<file path="config.mk">
export PLATFORM = sky130hd
export DESIGN_NAME = fixed_point_converter
export DESIGN_NICKNAME = d
export VERILOG_FILES = /design/src/rtl/fixed_point_converter.sv
export SDC_FILE = /design/constraint.sdc
export NUM_CORES = 1
export LEC_CHECK = 0
export CAP_MARGIN = 20
export CORE_MARGIN = 2
export CORE_UTILIZATION = 45
export CTS_CLUSTER_SIZE = 16
export DETAILED_ROUTE_END_ITERATION = 12
export GPL_TIMING_DRIVEN = 0
export HOLD_SLACK_MARGIN = 0.06
export PLACE_DENSITY = 0.76
export SLEW_MARGIN = 10
export SYNTH_ARGS = -nofsm -noshare
export SYNTH_HDL_FRONTEND = slang
export SYNTH_SLANG_ARGS = --single-unit
</file>
<file path="constraint.sdc">
create_clock -name clk -period 2 [get_ports clk]
set_input_delay 0.3 -clock clk [delete_from_list [all_inputs] [get_ports clk]]
set_output_delay 0.3 -clock clk [all_outputs]
set_load 0.03 [all_outputs]
</file>
<file path="src/rtl/fixed_point_converter.sv">
// fixed_point_converter: two-stage fixed-point format converter with rounding, saturation/wrap and overflow statistics.
module fixed_point_converter #(
  parameter int inputBitSize   = 16,
  parameter int inputFracSize  = 8,
  parameter int outputBitSize  = 8,
  parameter int outputFracSize = 4,
  parameter int isSigned       = 1,
  parameter int roundMode      = 1,
  parameter int saturate       = 1,
  parameter int countWidth     = 16
)(
  input  logic                     clk,
  input  logic                     reset,
  input  logic [inputBitSize-1:0]  in_data,
  input  logic                     in_valid,
  output logic                     in_ready,
  output logic [outputBitSize-1:0] out_data,
  output logic                     out_valid,
  input  logic                     out_ready,
  output logic                     out_overflow,
  output logic                     overflow_sticky,
  output logic [countWidth-1:0]    sat_count,
  input  logic                     clear_stats
);
  // Internal width is generous enough that alignment and the rounding add never lose bits.
  localparam int W  = inputBitSize + outputBitSize + outputFracSize + 2;
  localparam int SH = inputFracSize - outputFracSize;
  localparam logic signed [W-1:0] MAX_V = (isSigned != 0) ? (W'(1) << (outputBitSize - 1)) - W'(1)
                                                          : (W'(1) << outputBitSize) - W'(1);
  localparam logic signed [W-1:0] MIN_V = (isSigned != 0) ? -(W'(1) << (outputBitSize - 1)) : '0;
  logic signed [W-1:0] ext, aligned, a1_q;
  logic v1_q, out_valid_q, ovf_q, sticky_q, sticky_d, advance, hi, lo, ovf, ev;
  logic [outputBitSize-1:0] out_data_q, out_data_d;
  logic [countWidth-1:0] cnt_q, cnt_d;
  assign ext = {{(W-inputBitSize){isSigned != 0 && in_data[inputBitSize-1]}}, in_data};
  if (SH > 0) begin : g_rnd
    localparam logic signed [W-1:0] HALF = (roundMode != 0) ? W'(1) << (SH - 1) : '0;
    assign aligned = (ext + HALF) >>> SH;
  end else begin : g_ext
    assign aligned = ext <<< (-SH);
  end
  assign advance = !out_valid_q || out_ready;
  assign in_ready = advance;
  always_comb begin
    hi = a1_q > MAX_V;
    lo = a1_q < MIN_V;
    ovf = hi || lo;
    out_data_d = (saturate == 0) ? a1_q[outputBitSize-1:0]
               : hi ? MAX_V[outputBitSize-1:0]
               : lo ? MIN_V[outputBitSize-1:0] : a1_q[outputBitSize-1:0];
    ev = advance && v1_q && ovf;
    cnt_d = clear_stats ? '0 : (ev && cnt_q != '1) ? cnt_q + countWidth'(1) : cnt_q;
    sticky_d = clear_stats ? 1'b0 : sticky_q || ev;
  end
  always_ff @(posedge clk) begin
    if (reset) begin
      v1_q        <= 1'b0;
      a1_q        <= '0;
      out_valid_q <= 1'b0;
      out_data_q  <= '0;
      ovf_q       <= 1'b0;
      sticky_q    <= 1'b0;
      cnt_q       <= '0;
    end else begin
      if (advance) begin
        v1_q        <= in_valid;
        a1_q        <= aligned;
        out_valid_q <= v1_q;
        out_data_q  <= out_data_d;
        ovf_q       <= v1_q && ovf;
      end
      sticky_q <= sticky_d;
      cnt_q    <= cnt_d;
    end
  end
  assign out_data        = out_data_q;
  assign out_valid       = out_valid_q;
  assign out_overflow    = ovf_q;
  assign overflow_sticky = sticky_q;
  assign sat_count       = cnt_q;
endmodule

</file>
==> results.toml, run 1 <==
[setup_path]
critical_path_arrival_ps = 2120
crit_path_cell_trace = "nor2b_4, buf_6, clkinv_8, nand2_4, or3_4, buf_6, or4_1, a21oi_1"
crit_path_frequent_cell = "buf_6"
cp_slowest_stage_delay_ps = 490
cp.required_ps = 2240
reg2reg_depth = 8
critPathMaxFanout = 10
worstSetupStartpointType = "flop"
cpMaxStageDelayCell = "or4_1"
path_class = "flop to flop"
end_kind = "flop"

[power]
power_w = 0.001740
ir_drop_mv = 0.3809
p_per_area_nw_per_um2 = 650.8
p_leak_nw = 0.9506

[detailed_routing]
vias_per_cell = 5.543
drc = 0
firstDrtPassIters = 4
drtAntennaViolNets = 0
finalWirelength_mm = 4.529
vias = 1929
wl_per_cell_um = 13.01
drt_iter0_drc = 129

[run]
maxCapViolCount = 0

[layout]
syn_to_final_growth_pct = 33.15
fin_cells = 348
drive_above_1_share = 0.1014
fin_nets = 318
layout_common_cells = "43 x clkdlybuf4s50_1, 38 x dfxtp_1, 33 x nor2_1"
fillers = 412
final_common_cell = "clkdlybuf4s50_1"
antennaDiodeCount = 0

[yosys]
synth_ff_type = "dfxtp_1"
synth_nets = 265
yosysSeqAreaShare = 0.4087
synth_top_family_by_area = "simple AND/OR/NAND/NOR gates"
synth-simple-area-share = 0.3140
synth_edf_count = 0
synth_xor_area_frac = 0.04798
synth.cell_area_um2 = 2008
yosys_warnings = 0
synthMuxAreaShare = 0.02492
ys_types = 43
syn_area_per_cell_um2 = 8.298
synth_area_leaders = "dfxtp_1 41%, nor2_1 6.4%, nand2_1 4.9%"
yosysTopAreaCell = "dfxtp_1"
synth_top_area_share = 0.4087
synthAdderAreaFrac = 0.01246
synth_compound_area_frac = 0.1533
async_flop_share = 0
syn_inst = 242
synth_seq_cells = 41

[timing]
relSlewSlack = 0.5419
hold_viol = 0
worst_pin_slew_ps = 684.7
fmax_mhz = 529.8
setup_violations = 0
worst_slack_ps = 112.5
post-route-period-util = 0.9437
skew_ps = 8.458
whs_ps = 458.1
final.min_clock_period_ps = 1887
rsz0062_at_grt = "false"
maxSlewViolCount = 0

[floorplanning]
io_pins = 49
start_util = 0.4644
dieHeight_um = 70.80
die_x_um = 70.80
rows = 24
die_area_um2 = 5013
coreArea_um2 = 4324

[worst_hold_path]
worstHoldPathCells = 2
hp-class = "flop to flop"

[cts]
root_buffer = "clkbuf_8"
clk_path_buf_depth = 2
clk_pin_slew_ps = 80
holdBufCountCts = 0
clock-sinks = 41
htreeDepth = 2
cts_made_buffers = 5
clkLatencyLatePin_ps = 300
tritoncts = "done"

[global_routing]
grt_pass1_vias = 1691
grt_first_pass_wirelength_mm = 7.465
grt.total_usage = 0.1868
grt_max_degree = 13
overflow = 0
antenna_found_initial = 0

[placed_design]
portBuffers = 45
gp_congestion = 0.7632
post-place-ws_ps = -459.9
dp_hpwl_mm = 3.384
placed_cells = 339

[status]
status = "finished clean"
## power breakdown
part / switching (W) / internal [W] / leakage [nW] / total (W)
Combinational: 0.000147 / 0.000117 / 0.558 / 0.000263
Clock: 0.000280 / 0.000312 / 0.0542 / 0.000592
Sequential: 0.0000272 / 0.000858 / 0.339 / 0.000885
Total: 0.000454 / 0.00129 / 0.951 / 0.00174
## cell families (layout without fill, tap and decap cells)
kind of cell	count (synthesis)	after routing
AOI/OAI and AO/OA	48	48
xor gates and xnor gates	11	11
DFF	41	41
muxes	5	5
adders and majority gates	2	2
buffers and inverters	13	67
and+or+nand+nor	122	122
## metrics by stage
stage	area [µm²]	util	setup TNS, ps
detailed placement	2530	0.5851	-3515
floorplan	2014	-	0
global route	2674	0.6183	0
global placement	2530	0.5851	-3002
finish	2674	0.6183	0
CTS	2636	0.6097	0
## final timing paths
check / startpoint / endpoint / slack, ps
max: out_valid$_SDFFE_PP0N_ / sat_count[3]$_SDFFE_PP0P_ / 110
min: out_data[7]$_SDFFE_PP0N_ / out_data[7]$_SDFFE_PP0N_ / 460
max reg2reg: out_valid$_SDFFE_PP0N_ / sat_count[3]$_SDFFE_PP0P_ / 110
min reg2reg: out_data[7]$_SDFFE_PP0N_ / out_data[7]$_SDFFE_PP0N_ / 460
## worst max-delay path, delay by kind of cell (launching register included)
family / cells / cell delay (ps)
compound gates: 1 / 140
buf+inv: 3 / 350
simple gates: 4 / 1020
flops: 1 / 320
## metal layers
layer,part of all wire,GRT usage
met3,0.044,0.05128
met2,0.50,0.3261
met1,0.44,0.2185
met5,0,0
met4,0.015,0.06918
## cell type report
class | instances | area (µm²) | area share
repair buffers | 46 | 455.4 | 0.1703
clock buffers | 7 | 96.34 | 0.03603
flip-flops and latches | 41 | 824.5 | 0.3084
well taps | 52 | 65.06 | 0.02433
clock inverters | 1 | 5.005 | 0.001872
inverters | 3 | 23.77 | 0.008891
plain buffers | 10 | 55.05 | 0.02059
multi-input cells | 188 | 1149 | 0.4296
## what timing repair did
| item | 4_1_cts | 5_1_grt |
|---|---|---|
| setup buffers | 0 | 1 |
| setup endpoints to repair | 4 | 10 |
| gates resized for setup | 4 | 8 |
| pin swaps | 0 | 1 |
| gates cloned | 0 | 0 |
## sequential cells by signal, indices dropped and copies added, names as in the netlist
signal	flops
a1_q	13
out_data	8
out_overflow	1
out_valid	1
overflow_sticky	1
sat_count	16
v1_q	1
## synthesized netlist by cell type, types with 2 or more instances
master    instances
o21ai_0           5
o41ai_1           2
nor2_1           34
o21ai_1           2
xor2_1            8
nor3_1           11
or3_1             6
a21oi_1          18
nor4_1            2
nand3_1          12
a31oi_1           3
nand2_1          26
buf_6             2
inv_1             2
o31ai_1           2
nand4_1           8
nor4b_1           2
mux2i_1           5
and3_1            5
clkbuf_1          7
a211oi_1         10
and4_1            2
ha_1              2
a41o_1            2
dfxtp_1          41
xnor2_1           3
or4_1             4
(Power assumes the default switching activity.)
==> inputs of run 2 (changes only) <==
--- a/config.mk
+++ b/config.mk
@@ -5,7 +5,7 @@
 export SDC_FILE = /design/constraint.sdc
 export NUM_CORES = 1
 export LEC_CHECK = 0
-export CAP_MARGIN = 20
+export CAP_MARGIN = 10
 export CORE_MARGIN = 2
 export CORE_UTILIZATION = 45
 export CTS_CLUSTER_SIZE = 16
==> results of run 2 <==
Same layout as run 1: the final DEF is identical, and so are final timing and power.
